<file path="config.mk">
export PLATFORM = sky130hd
export DESIGN_NAME = leds_pattern_gen
export DESIGN_NICKNAME = d
export VERILOG_FILES = /design/src/rtl/leds_pattern_gen.sv
export SDC_FILE = /design/constraint.sdc
export NUM_CORES = 1
export LEC_CHECK = 0
export BUFFER_PORTS_ARGS = -buffer_cell sky130_fd_sc_hd__buf_4
export CAP_MARGIN = 20
export CORE_ASPECT_RATIO = 0.5
export CORE_MARGIN = 1
export CORE_UTILIZATION = 40
export CTS_CLUSTER_SIZE = 8
export DETAILED_ROUTE_END_ITERATION = 16
export PLACE_DENSITY_LB_ADDON = 0.1
export SETUP_SLACK_MARGIN = 0.4
export SYNTH_ARGS = -nofsm -noshare
export SYNTH_HDL_FRONTEND = slang
export SYNTH_SLANG_ARGS = --single-unit
</file>
<file path="constraint.sdc">
create_clock -name clk -period 2.3 [get_ports clk]
set_input_delay 0 -clock clk [delete_from_list [all_inputs] [get_ports clk]]
set_output_delay 0 -clock clk [all_outputs]
set_load 0.01 [all_outputs]
</file>
<file path="src/rtl/leds_pattern_gen.sv">
// Parametrised LED pattern engine: swing, rotate, fill and blink patterns paced by a prescaler.
// Optional PWM dimming is built in when LEDS_PWM_DIM_EN is defined (adds the dim input).
module leds_pattern_gen #(
  parameter int unsigned NUM_LEDS      = 8,
  parameter int unsigned BAR_WIDTH     = 2,
  parameter int unsigned COUNTER_WIDTH = 24,
  parameter bit          ACTIVE_LOW    = 1'b0
) (
  input  logic                     clk,
  input  logic                     rst_n,
  input  logic                     enable,
  input  logic [1:0]               mode,
  input  logic [COUNTER_WIDTH-1:0] period,
`ifdef LEDS_PWM_DIM_EN
  input  logic [3:0]               dim,
`endif
  output logic                     step,
  output logic [NUM_LEDS-1:0]      data
);

  localparam int unsigned PosW = $clog2(NUM_LEDS);
  localparam int unsigned LvlW = $clog2(NUM_LEDS + 1);
  localparam logic [PosW-1:0] PosMax = PosW'(NUM_LEDS - BAR_WIDTH);
  localparam logic [LvlW-1:0] LvlMax = LvlW'(NUM_LEDS);
  localparam logic [NUM_LEDS-1:0] BarMask = NUM_LEDS'((64'd1 << BAR_WIDTH) - 64'd1);
  localparam logic [NUM_LEDS-1:0] BarInit = BarMask << (NUM_LEDS - BAR_WIDTH);
  localparam logic [NUM_LEDS-1:0] Pol = {NUM_LEDS{ACTIVE_LOW}};

  typedef enum logic [1:0] {ModeSwing, ModeRotate, ModeFill, ModeBlink} mode_e;

  logic [COUNTER_WIDTH-1:0] counter_q, counter_d;
  mode_e                    active_mode_q, active_mode_d;
  logic [PosW-1:0]          pos_q, pos_d;
  logic                     dir_up_q, dir_up_d;
  logic [LvlW-1:0]          level_q, level_d;
  logic                     level_up_q, level_up_d;
  logic                     blink_q, blink_d;
  logic [NUM_LEDS-1:0]      pat_q, pat_d;
  logic                     step_q, step_d;
  logic [NUM_LEDS-1:0]      data_q, data_d;
  logic [NUM_LEDS-1:0]      dim_mask;
  mode_e                    mode_req;

  function automatic logic [NUM_LEDS-1:0] thermo(input logic [LvlW-1:0] lvl);
    logic [NUM_LEDS-1:0] t;
    for (int unsigned i = 0; i < NUM_LEDS; i++) t[i] = (i < 32'(lvl));
    return t;
  endfunction

  function automatic logic [NUM_LEDS-1:0] init_pattern(input mode_e m);
    logic [NUM_LEDS-1:0] p;
    unique case (m)
      ModeSwing, ModeRotate: p = BarInit;
      ModeFill:              p = '0;
      ModeBlink:             p = '1;
    endcase
    return p;
  endfunction

`ifdef LEDS_PWM_DIM_EN
  logic [3:0] pwm_cnt_q;

  always_ff @(posedge clk or negedge rst_n) begin
    if (!rst_n) pwm_cnt_q <= 4'd0;
    else        pwm_cnt_q <= pwm_cnt_q + 4'd1;
  end

  assign dim_mask = {NUM_LEDS{pwm_cnt_q <= dim}};
`else
  assign dim_mask = '1;
`endif

  assign mode_req = mode_e'(mode);

  always_comb begin
    counter_d     = counter_q;
    active_mode_d = active_mode_q;
    pos_d         = pos_q;
    dir_up_d      = dir_up_q;
    level_d       = level_q;
    level_up_d    = level_up_q;
    blink_d       = blink_q;
    pat_d         = pat_q;
    step_d        = 1'b0;
    // A mode change takes priority over any tick and loads that mode's init pattern.
    if (mode_req != active_mode_q) begin
      active_mode_d = mode_req;
      counter_d     = '0;
      pos_d         = PosMax;
      dir_up_d      = 1'b0;
      level_d       = '0;
      level_up_d    = 1'b1;
      blink_d       = 1'b1;
      pat_d         = init_pattern(mode_req);
    end else if (enable) begin
      if (counter_q < period) begin
        counter_d = counter_q + 1'b1;
      end else begin
        counter_d = '0;
        step_d    = 1'b1;
        unique case (active_mode_q)
          ModeSwing: begin
            if (pos_q > PosMax) begin
              pos_d    = PosMax;
              dir_up_d = 1'b0;
            end else if (dir_up_q) begin
              if (pos_q == PosMax) begin
                dir_up_d = 1'b0;
                pos_d    = PosMax - 1'b1;
              end else begin
                pos_d = pos_q + 1'b1;
              end
            end else if (pos_q == '0) begin
              dir_up_d = 1'b1;
              pos_d    = PosW'(1);
            end else begin
              pos_d = pos_q - 1'b1;
            end
            pat_d = BarMask << pos_d;
          end
          ModeRotate: pat_d = {pat_q[0], pat_q[NUM_LEDS-1:1]};
          ModeFill: begin
            if (level_q > LvlMax) begin
              level_d    = '0;
              level_up_d = 1'b1;
            end else if (level_up_q) begin
              if (level_q == LvlMax) begin
                level_up_d = 1'b0;
                level_d    = LvlMax - 1'b1;
              end else begin
                level_d = level_q + 1'b1;
              end
            end else if (level_q == '0) begin
              level_up_d = 1'b1;
              level_d    = LvlW'(1);
            end else begin
              level_d = level_q - 1'b1;
            end
            pat_d = thermo(level_d);
          end
          ModeBlink: begin
            blink_d = ~blink_q;
            pat_d   = {NUM_LEDS{blink_d}};
          end
        endcase
      end
    end
    // Dimming masks lit bits before polarity so unlit LEDs stay dark.
    data_d = (pat_d & dim_mask) ^ Pol;
  end

  always_ff @(posedge clk or negedge rst_n) begin
    if (!rst_n) begin
      counter_q     <= '0;
      active_mode_q <= ModeSwing;
      pos_q         <= PosMax;
      dir_up_q      <= 1'b0;
      level_q       <= '0;
      level_up_q    <= 1'b1;
      blink_q       <= 1'b1;
      pat_q         <= BarInit;
      step_q        <= 1'b0;
      data_q        <= BarInit ^ Pol;
    end else begin
      counter_q     <= counter_d;
      active_mode_q <= active_mode_d;
      pos_q         <= pos_d;
      dir_up_q      <= dir_up_d;
      level_q       <= level_d;
      level_up_q    <= level_up_d;
      blink_q       <= blink_d;
      pat_q         <= pat_d;
      step_q        <= step_d;
      data_q        <= data_d;
    end
  end

  assign step = step_q;
  assign data = data_q;

endmodule

</file>
==> reports/qor.csv, run 1 <==
stage;metric;value;unit
synthesis;Synth Area in XOR/XNOR;0.04167;
placement;Port Buf Inserts;37;
critical_path;Critical Path RT;2.52;ns
route;vias per cell;5.687;
finish;final core occ;0.6053;
timing;final hold slack;0.09971;ns
timing;Final Setup Violations;2;
placement;placer congestion estimate;0.8581;
synthesis;Post-Syn Area;3784;um^2
critical_path;most used cell, CP;buf_4;
flow_run;maxcap violations;0;
route;DRC Markers;0;
synthesis;register area share after synthesis;0.2996;
clocking;CTS root buffer;clkbuf_16;
clocking;htree depth;2;
synthesis;Yosys cell types;77;
floorplanning;die footprint;9876;um^2
global_route;initial antenna violation count;0;
synthesis;flops & latches, synth;45;
placement;DPL Wire Length;7193;um
global_route;GRT Residual Overflow;0;
synthesis;multiplexer share of the synthesized area;0.008267;
synthesis;Synth Area in Adders;0.1025;
synthesis;mean area per synthesized cell;8.541;um^2
synthesis;synth top area cells;dfrtp_1 26%, ha_1 10%, inv_1 4.3%, dfstp_2 4.2%, nand2_1 3.2%;
power;leakage power;2.338;nW
route;first-pass iteration count of the detailed router;5;
critical_path;CP bufs+invs;2;
finish;Post-Layout Cell Count;658;
finish;number of fill cells;773;
route;Final ANT Viol Nets;0;
finish;# diodes;0;
synthesis;top_reg_cell synth;dfrtp_1;
global_route;pin count of the biggest net entering global routing;46;
floorplanning;Die Wd;139.5;um
critical_path;slowest stage delay, CP;0.43;ns
timing;headroom to the max-slew limit;0.5884;
finish;Post-layout nets;600;
global_route;first-pass GRT wire length;17550;um
global_route;vias in the first global route;3470;
timing;PnR worst setup slack;-0.01525;ns
clocking;clock insertion delay at the later pin of the skew report;0.29;ns
synthesis;share of the synthesized area in the top cell type;0.2579;
timing;Clock Skew;0.004510;ns
synthesis;number of flops mapped to enable cells by yosys;0;
synthesis;post-synth net total;503;
synthesis;Post-Synth Simple-Gate Area;0.2540;
timing;RSZ-0062 raised after global routing;true;
timing;final hold vios;0;
run_status;violated checks;negative setup slack;
power;pwr/cell area;366.2;nW/um^2
timing;Final Cycle Share;1.007;
synthesis;Compound-Gate Fraction of Synth Area;0.2136;
floorplanning;Initial Util;0.4228;
route;Routed WL per cell;16.64;um
synthesis;Syn Inst Count;443;
critical_path;crit start category;flip-flop;
critical_path;maximum fanout along the worst path;5;
synthesis;Synth Warn #;0;
finish;Layout area overhead;43.15;%
clocking;# clock sinks;45;
clocking;cts bufs inserted;5;
floorplanning;number of core rows;24;
critical_path;Critical-path top delay cell;a221o_2;
finish;proportion of layout cells with a drive suffix above 1;0.3974;
route;Detailed Route Iter0 Violations;356;
timing;Slew @ Worst Pin;0.6174;ns
critical_path;CP Cell Sequence;ha_4 > buf_4 > and4_1 > a211o_4 > buf_4 > a221o_2 > and3_4 > o21ai_2;
floorplanning;# IOs;38;
power;worst IR drop on VDD;0.3795;mV
critical_path;CP delay by family, top;compound AO/OA/AOI/OAI gates;
critical_path;worst setup path class;flip-flop to flip-flop;
route;vias;3742;
synthesis;Async SR Flop Fraction;1.000;
finish;most frequent cells in the layout;98 x buf_4, 41 x inv_1, 38 x dfrtp_1;
clocking;Worst-path clk slew;0.07;ns
global_route;All-Layer GR Usage;0.2217;
floorplanning;Die Span Y;70.77;um
route;Routed WL;10950;um
timing;final max-slew violation count;0;
critical_path;CP endpoint kind;flip-flop;
critical_path;Worst EP arrival;2.54;ns
timing;fmax;0.4319;GHz
clocking;CTS tree;yes;
synthesis;largest family of logic cells by synthesized area;simple AND/OR/NAND/NOR gates;
timing;min cycle time layout;2.315;ns
placement;placed insts;628;
clocking;Clock Path Buffers;2;
min_path;Hold Path Class;input port to flip-flop;
run_status;status;complete, but fails checks;
synthesis;top cell type by total area after synthesis;dfrtp_1;
floorplanning;core area;8949;um^2
finish;most common cell after layout, fill and taps aside;buf_4;
[report_power, final]
| group | total, mW | switching, mW | internal [mW] |
|---|---|---|---|
| Combinational | 0.405 | 0.224 | 0.181 |
| Clock | 0.730 | 0.327 | 0.403 |
| Sequential | 0.848 | 0.0297 | 0.819 |
[metal layers]
layer / vias to the layer above / wire, um / part of all wire / track usage
met5: - / 0 / 0 / 0
met4: 0 / 91 / 0.0083 / 0.03419
met3: 11 / 598 / 0.055 / 0.04130
met2: 112 / 5012 / 0.46 / 0.3579
met1: 1807 / 5247 / 0.48 / 0.3158
li1: 1812 / - / - / -
[flip-flops by register name (all words and copies together) (netlist names)]
register / cells
level_up_q: 1
active_mode_q: 2
level_q: 4
pos_q: 3
dir_up_q: 1
blink_q: 1
step: 1
counter_q: 24
data: 8
[synthesized netlist by cell type, types with 5 or more instances]
| cell | number |
|---|---|
| inv_1 | 43 |
| dfrtp_1 | 39 |
| nand2_1 | 32 |
| ha_1 | 31 |
| nor2_1 | 24 |
| a21oi_1 | 20 |
| nand3_1 | 19 |
| o21ai_0 | 16 |
| nand4_1 | 13 |
| a31oi_1 | 11 |
| clkbuf_1 | 11 |
| xor2_1 | 10 |
| a211oi_1 | 9 |
| and3_1 | 9 |
| nor2_2 | 9 |
| nor3_1 | 8 |
| xnor2_1 | 8 |
| a21o_1 | 6 |
| buf_2 | 6 |
| dfstp_2 | 6 |
| nand2b_1 | 6 |
| nor3b_1 | 6 |
| nor4_1 | 6 |
| or3_1 | 6 |
| and2_1 | 5 |
| buf_6 | 5 |
| o22ai_1 | 5 |
[cells by family (layout without fill, tap and decap cells)]
group / after synthesis / in the layout
AO/OA/AOI/OAI: 111 / 114
XOR/XNOR: 18 / 18
adder cells (fa/ha/maj): 31 / 31
buffers and inverters: 68 / 163
flip-flops: 45 / 45
multiplexers: 3 / 3
AND/OR/NAND/NOR: 167 / 167
[cell type report]
type,count,area (um^2),share of cell area
multi-input cells,333,2910,0.5373
flip-flops and latches,45,1135,0.2095
well taps,117,146.4,0.02703
clock inverters,3,22.52,0.004158
repair buffers,111,909.6,0.1679
clock buffers,5,125.1,0.02310
inverters,44,167.7,0.03095
[stage by stage]
stage / cell area [um^2] / TNS, ns / power, mW / setup slack [ns]
3_3_place_gp: 4553 / -3.865 / 1.191 / -0.3066
2_1_floorplan: 3842 / 0 / 1.025 / 0.1220
3_5_place_dp: 4553 / -4.533 / 1.191 / -0.3632
6_report: 5416 / -0.02980 / 1.984 / -0.01525
4_1_cts: 4975 / 0 / 1.942 / 0.01246
5_1_grt: 5416 / -1.037 / 2.072 / -0.1011
[timing repair]
action / 4_1_cts / 5_1_grt
cloned: 3 / 1
buffers inserted: 5 / 10
endpoints found under the setup margin: 43 / 43
resized for setup: 26 / 62
hold buffers: 3 / 0
hold endpoints to repair: 41 / 0
pin swaps: 18 / 36
[worst reg2reg max path: cells and delay by family, from the launching register on]
family	cells	cell delay, ns
buf+inv	2	0.29
fa+ha+maj	1	0.23
simple gates	2	0.38
compound gates	3	0.93
flops	1	0.41
[worst paths after layout]
check / slack [ns] / end / cells after the start / startpoint
max reg2reg: -0.02 / pos_q[1]$_DFFE_PN1P_ / 8 / counter_q[22]$_DFFE_PN0P_
max in group asynchronous: 1.58 / counter_q[13]$_DFFE_PN0P_ / 2 / rst_n
min in group asynchronous: 0.25 / level_q[0]$_DFFE_PN0P_ / 2 / rst_n
min reg2reg: 0.51 / data[7]$_DFFE_PN1P_ / 2 / data[7]$_DFFE_PN1P_
max: -0.02 / pos_q[1]$_DFFE_PN1P_ / 8 / counter_q[22]$_DFFE_PN0P_
min: 0.1 / data[7]$_DFFE_PN1P_ / 3 / mode[0]
(Power assumes the default switching activity.)
==> run 2, diff against run 1 <==
- RECOVER_POWER: unset -> 25
==> reports/qor.csv, run 2 (same netlist as run 1, synthesis figures left out) <==
stage;metric;value;unit;change
route;first-pass iteration count of the detailed router;5;;unchanged
clocking;cts bufs inserted;5;;unchanged
finish;proportion of layout cells with a drive suffix above 1;0.3937;;-0.003697
floorplanning;core area;8949;um^2;unchanged
run_status;status;complete, but fails checks;;
floorplanning;number of core rows;24;;unchanged
global_route;All-Layer GR Usage;0.2217;;unchanged
route;vias per cell;5.684;;about the same
finish;Post-layout nets;600;;unchanged
critical_path;Critical-path top delay cell;dfrtp_1;;
critical_path;CP delay by family, top;simple AND/OR/NAND/NOR gates;;
route;Detailed Route Iter0 Violations;356;;unchanged
timing;Clock Skew;0.004784;ns;+0.0002740 ns
critical_path;Critical Path RT;2.47;ns;-0.05 ns
power;worst IR drop on VDD;0.3792;mV;about the same
floorplanning;Die Span Y;70.77;um;unchanged
route;Routed WL;10940;um;about the same
clocking;clock insertion delay at the later pin of the skew report;0.29;ns;about the same
timing;Final Cycle Share;1.007;;about the same
finish;Layout area overhead;42.89;%;
finish;fin area;5406;um^2;-0.18%
placement;DPL Wire Length;7193;um;unchanged
global_route;GRT Residual Overflow;0;;unchanged
flow_run;maxcap violations;0;;unchanged
timing;fmax;0.4318;GHz;about the same
timing;final max-slew violation count;0;;unchanged
power;pwr/cell area;366.0;nW/um^2;about the same
placement;placer congestion estimate;0.8581;;unchanged
finish;Largest register FFs;24;;unchanged
critical_path;CP endpoint kind;flip-flop;;
power;Power Total;1.979;mW;-0.23%
clocking;Worst-path clk slew;0.07;ns;about the same
critical_path;crit start category;flip-flop;;
clocking;# clock sinks;45;;unchanged
critical_path;CP Cell Sequence;ha_4 > nand4_1 > nor4_4 > buf_4 > inv_4 > o211ai_4 > nor4b_2 > a311o_1;;
floorplanning;Die Wd;139.5;um;unchanged
global_route;pin count of the biggest net entering global routing;46;;unchanged
global_route;vias in the first global route;3470;;unchanged
global_route;first-pass GRT wire length;17550;um;unchanged
critical_path;Worst EP arrival;2.49;ns;-0.05 ns
clocking;htree depth;2;;unchanged
route;vias;3740;;-0.053%
clocking;Clock Path Buffers;2;;unchanged
critical_path;maximum fanout along the worst path;7;;+2
timing;PnR worst setup slack;-0.01578;ns;-0.0005342 ns
floorplanning;# IOs;38;;unchanged
floorplanning;Initial Util;0.4228;;unchanged
finish;largest reg by FF count;counter_q;;
timing;Final Setup Violations;2;;unchanged
critical_path;CP bufs+invs;2;;unchanged
timing;headroom to the max-slew limit;0.2009;;-0.3875
timing;Slew @ Worst Pin;1.199;ns;+0.5812 ns
critical_path;slowest stage delay, CP;0.41;ns;-0.02 ns
finish;most frequent cells in the layout;95 x buf_4, 41 x inv_1, 38 x dfrtp_1;;
route;DRC Markers;0;;unchanged
timing;min cycle time layout;2.316;ns;+0.0005342 ns
critical_path;worst setup path class;flip-flop to flip-flop;;
run_status;violated checks;negative setup slack;;
floorplanning;die footprint;9876;um^2;unchanged
global_route;initial antenna violation count;0;;unchanged
placement;dpl cell area;4553;um^2;unchanged
timing;final hold vios;0;;unchanged
finish;most common cell after layout, fill and taps aside;buf_4;;
clocking;CTS root buffer;clkbuf_16;;
timing;RSZ-0062 raised after global routing;true;;
clocking;CTS tree;yes;;
power;leakage power;2.330;nW;-0.34%
route;Routed WL per cell;16.63;um;about the same
route;Final ANT Viol Nets;0;;unchanged
finish;# diodes;0;;unchanged
min_path;Hold Path Class;input port to flip-flop;;
placement;Port Buf Inserts;37;;unchanged
==> run 2: power by group <==
group / leakage [nW] / switching [mW] / internal, mW
Combinational: 1.68 / 0.224 / 0.179
Sequential: 0.592 / 0.0297 / 0.819
Clock: 0.0621 / 0.326 / 0.403
Total: 2.33 / 0.579 / 1.40
==> run 2: per-layer routing <==
metal  vias to the layer above  global-route usage  wire length (um)
met4                         0             0.03419               112
li1                       1814                   -                 -
met5                         -                   0                 0
met2                       107              0.3579              4988
met3                        15             0.04130               585
met1                      1804              0.3158              5254
==> run 2: final cells by class <==
type / count / area, um^2
Clock buffer: 5 / 125.1
Multi-Input combinational cell: 333 / 2910
Timing Repair Buffer: 111 / 899.6
Sequential cell: 45 / 1135
Tap cell: 117 / 146.4
Inverter: 44 / 167.7
Clock inverter: 3 / 22.52
Fill cell: 774 / 3542
==> run 2: tightest hold or removal path: cells and delay by family <==
| family | cells | cell delay [ns] |
|---|---|---|
| buffers and inverters | 1 | 0.19 |
| AO/OA/AOI/OAI | 1 | 0.13 |
| AND/OR/NAND/NOR | 2 | 0.16 |
==> run 2: per-stage QoR <==
step,hold WS [ns],worst slack [ns],instances,setup TNS [ns],util
floorplan,-0.2956,0.1220,443,0,-
global placement,0.05881,-0.3066,628,-3.865,0.5088
detailed placement,0.06046,-0.3632,628,-4.533,0.5088
CTS,0.09622,0.01246,647,0,0.5559
global route,0.2525,-0.1011,658,-1.037,0.6042
finish,0.2284,-0.01578,658,-0.03043,0.6042
==> run 2: path summary, 6_finish.rpt <==
check / from / end / slack [ns] / depth (start not counted)
max: counter_q[9]$_DFFE_PN0P_ / counter_q[2]$_DFFE_PN0P_ / -0.02 / 8
min: enable / counter_q[1]$_DFFE_PN0P_ / 0.23 / 4
min reg2reg: data[7]$_DFFE_PN1P_ / data[7]$_DFFE_PN1P_ / 0.51 / 2
min in group asynchronous: rst_n / level_q[0]$_DFFE_PN0P_ / 0.48 / 2
max in group asynchronous: rst_n / counter_q[13]$_DFFE_PN0P_ / 0.99 / 2
max reg2reg: counter_q[9]$_DFFE_PN0P_ / counter_q[2]$_DFFE_PN0P_ / -0.02 / 8
==> run 2: repair_timing <==
action / 4_1_cts / 5_1_grt
gates cloned: 3 / 1
setup endpoints to repair: 43 / 43
endpoints found under the hold margin: 41 / 0
hold buffers: 3 / 0
pin swaps: 18 / 36
setup buffers: 5 / 10
resized for setup: 26 / 62
==> run 3, diff against run 2 <==
- CORE_ASPECT_RATIO: 0.5 -> 1.75
==> reports/qor.csv, run 3 (same netlist as run 1, synthesis figures left out) <==
stage;metric;value;unit;change
run_status;status;complete, but fails checks;;
run_status;violated checks;negative setup slack;;
finish;proportion of layout cells with a drive suffix above 1;0.3996;;+0.005916
power;pwr/cell area;361.2;nW/um^2;-1.3%
clocking;Worst-path clk slew;0.06;ns;about the same
global_route;vias in the first global route;3847;;+11%
route;first-pass iteration count of the detailed router;5;;unchanged
finish;Largest register FFs;24;;unchanged
global_route;most used routing layer;met2;;
critical_path;CP delay by family, top;simple AND/OR/NAND/NOR gates;;
power;clock share of power;0.368;;about the same
placement;placer congestion estimate;0.9412;;+9.7%
finish;number of fill cells;818;;+5.7%
timing;final max-slew violation count;0;;unchanged
clocking;# clock sinks;45;;unchanged
finish;FF/Latch Area;1136;um^2;+0.11%
critical_path;crit start category;flip-flop;;
global_route;initial antenna violation count;0;;unchanged
floorplanning;Die Wd;75.52;um;-46%
clocking;CTS tree;yes;;
global_route;GRT Residual Overflow;0;;unchanged
route;Detailed Route Iter0 Violations;156;;-56%
placement;Port Buf Inserts;37;;unchanged
route;vias per cell;5.674;;-0.17%
clocking;clock insertion delay at the later pin of the skew report;0.29;ns;about the same
finish;Multi-input gate area;2890;um^2;-0.69%
timing;PnR worst setup slack;-0.03043;ns;-0.01465 ns
finish;# diodes;0;;unchanged
global_route;All-Layer GR Usage;0.2481;;+0.02639
route;vias;3762;;+0.59%
critical_path;Critical-path top delay cell;dfrtp_1;;
critical_path;maximum fanout along the worst path;4;;-3
global_route;first-pass GRT wire length;18440;um;+5.0%
global_route;met1 Resource Use GR;0.2612;;-0.05459
finish;Layout area overhead;43.42;%;
critical_path;Worst EP arrival;2.48;ns;about the same
power;share of power burned in registers;0.430;;about the same
floorplanning;Initial Util;0.4135;;-0.009365
placement;DPL Wire Length;8022;um;+12%
timing;fmax;0.4291;GHz;-0.63%
timing;Final Cycle Share;1.013;;+0.006370
critical_path;slowest stage delay, CP;0.41;ns;about the same
route;Routed WL;11300;um;+3.3%
critical_path;CP endpoint kind;flip-flop;;
power;worst IR drop on VDD;0.2938;mV;-23%
power;Net Sw Power;0.5646;mW;-2.5%
floorplanning;# IOs;38;;unchanged
floorplanning;core area;9151;um^2;+2.3%
timing;min cycle time layout;2.330;ns;+0.01465 ns
route;DRC Markers;0;;unchanged
critical_path;CP bufs+invs;2;;unchanged
finish;largest reg by FF count;counter_q;;
power;leakage power;2.358;nW;+1.2%
global_route;met3 Use GR;0.02454;;-0.01676
route;Final ANT Viol Nets;0;;unchanged
timing;RSZ-0062 raised after global routing;true;;
power;Comb pwr share;0.202;;about the same
timing;final hold vios;0;;unchanged
critical_path;worst setup path class;flip-flop to flip-flop;;
floorplanning;number of core rows;46;;+92%
finish;most frequent cells in the layout;94 x buf_4, 41 x inv_1, 37 x dfrtp_1;;
timing;Clock Skew;0.004324;ns;-0.0004602 ns
timing;headroom to the max-slew limit;0.2146;;+0.01368
clocking;CTS root buffer;clkbuf_16;;
finish;most common cell after layout, fill and taps aside;buf_4;;
timing;Fin Setup TNS;-0.06680;ns;-0.03637 ns
clocking;Clock Path Buffers;2;;unchanged
flow_run;maxcap violations;0;;unchanged
global_route;met2 Use GR;0.4785;;+0.1206
power;switching part of the total;0.2881;;-0.004526
route;Routed WL per cell;17.04;um;+2.5%
finish;final core occ;0.5930;;-0.01119
floorplanning;Die Span Y;130.7;um;+85%
global_route;pin count of the biggest net entering global routing;46;;unchanged
finish;Post-layout nets;602;;+0.33%
timing;final hold slack;0.2123;ns;-0.01612 ns
critical_path;CP Cell Sequence;ha_4 > nand4_1 > nor4_2 > buf_4 > and2_4 > a221oi_4 > buf_6 > nor3_4 > a211oi_2;;
power;Int Pwr;1.395;mW;-0.32%
clocking;cts bufs inserted;5;;unchanged
critical_path;Critical Path RT;2.45;ns;-0.02 ns
timing;Final Setup Violations;5;;+3
clocking;htree depth;2;;unchanged
min_path;Hold Path Class;input port to flip-flop;;
floorplanning;die footprint;9867;um^2;about the same
timing;Slew @ Worst Pin;1.178;ns;-0.02053 ns
## run 3: changes by cell type in the layout (fill, tap and decap cells not counted), moves of 3 or more
cell and delta:
buf_6 +5, a211oi_1 -3, a211oi_2 +3, a21oi_1 -3, clkinvlp_4 -3
## run 3: per-stage QoR
step                      instance area (um^2)  setup WS (ns)  total power [mW]  cells
after global placement                    4614        -0.2000             1.193    637
after CTS                                 5326      -0.007484             1.970    661
after floorplan                           3842         0.1220             1.025    443
after detailed placement                  4614        -0.2763             1.196    637
after global routing                      5426        -0.1268             2.046    663
final                                     5426       -0.03043             1.960    663
## run 3: per-layer routing
| layer | part of all wire | vias up | wire length [um] |
|---|---|---|---|
| li1 | - | 1807 | - |
| met1 | 0.37 | 1854 | 4221 |
| met2 | 0.57 | 73 | 6451 |
| met3 | 0.021 | 28 | 233 |
| met4 | 0.035 | 0 | 391 |
| met5 | 0 | - | 0 |
## run 3: path summary, 6_finish.rpt
kind                                                 from                         to  slack [ns]  cells past startpoint
worst max register to register  counter_q[22]$_DFFE_PN0P_     level_q[2]$_DFFE_PN0P_       -0.03                      9
worst max-delay path            counter_q[22]$_DFFE_PN0P_     level_q[2]$_DFFE_PN0P_       -0.03                      9
worst min-delay path                               enable   counter_q[1]$_DFFE_PN0P_        0.21                      4
min in group asynchronous                           rst_n        data[3]$_DFFE_PN0P_        0.48                      2
max in group asynchronous                           rst_n  counter_q[13]$_DFFE_PN0P_        1.03                      2
worst min register to register        data[7]$_DFFE_PN1P_        data[7]$_DFFE_PN1P_        0.50                      2
## run 3: power by group through the flow
| stage | combinational, mW | clock, mW | sequential (mW) |
|---|---|---|---|
| after floorplan | 0.165 | 0 | 0.860 |
| after global placement | 0.337 | 0 | 0.856 |
| after detailed placement | 0.341 | 0 | 0.855 |
| after CTS | 0.393 | 0.736 | 0.841 |
| after global routing | 0.434 | 0.767 | 0.845 |
| final | 0.397 | 0.721 | 0.842 |
## run 3: timing repair
action	4_1_cts	5_1_grt
buffers inserted	12	2
setup endpoints to repair	43	43
resized for setup	79	16
pin swaps	46	9
hold buffers	3	0
cloned	1	0
hold endpoints to repair	41	0
## run 3: final cells by class
type	count	area share
multi-input cells	331	0.5326
well taps	120	0.02767
clock inverters	2	0.001845
clock buffers	6	0.02375
flip-flops and latches	45	0.2094
repair buffers	115	0.1739
inverters	44	0.03090
## run 3: worst min-delay path: cells and delay by family
family / cells / cell delay, ns
buffers and inverters: 1 / 0.18
AOI/OAI and AO/OA: 1 / 0.13
and+or+nand+nor: 2 / 0.15
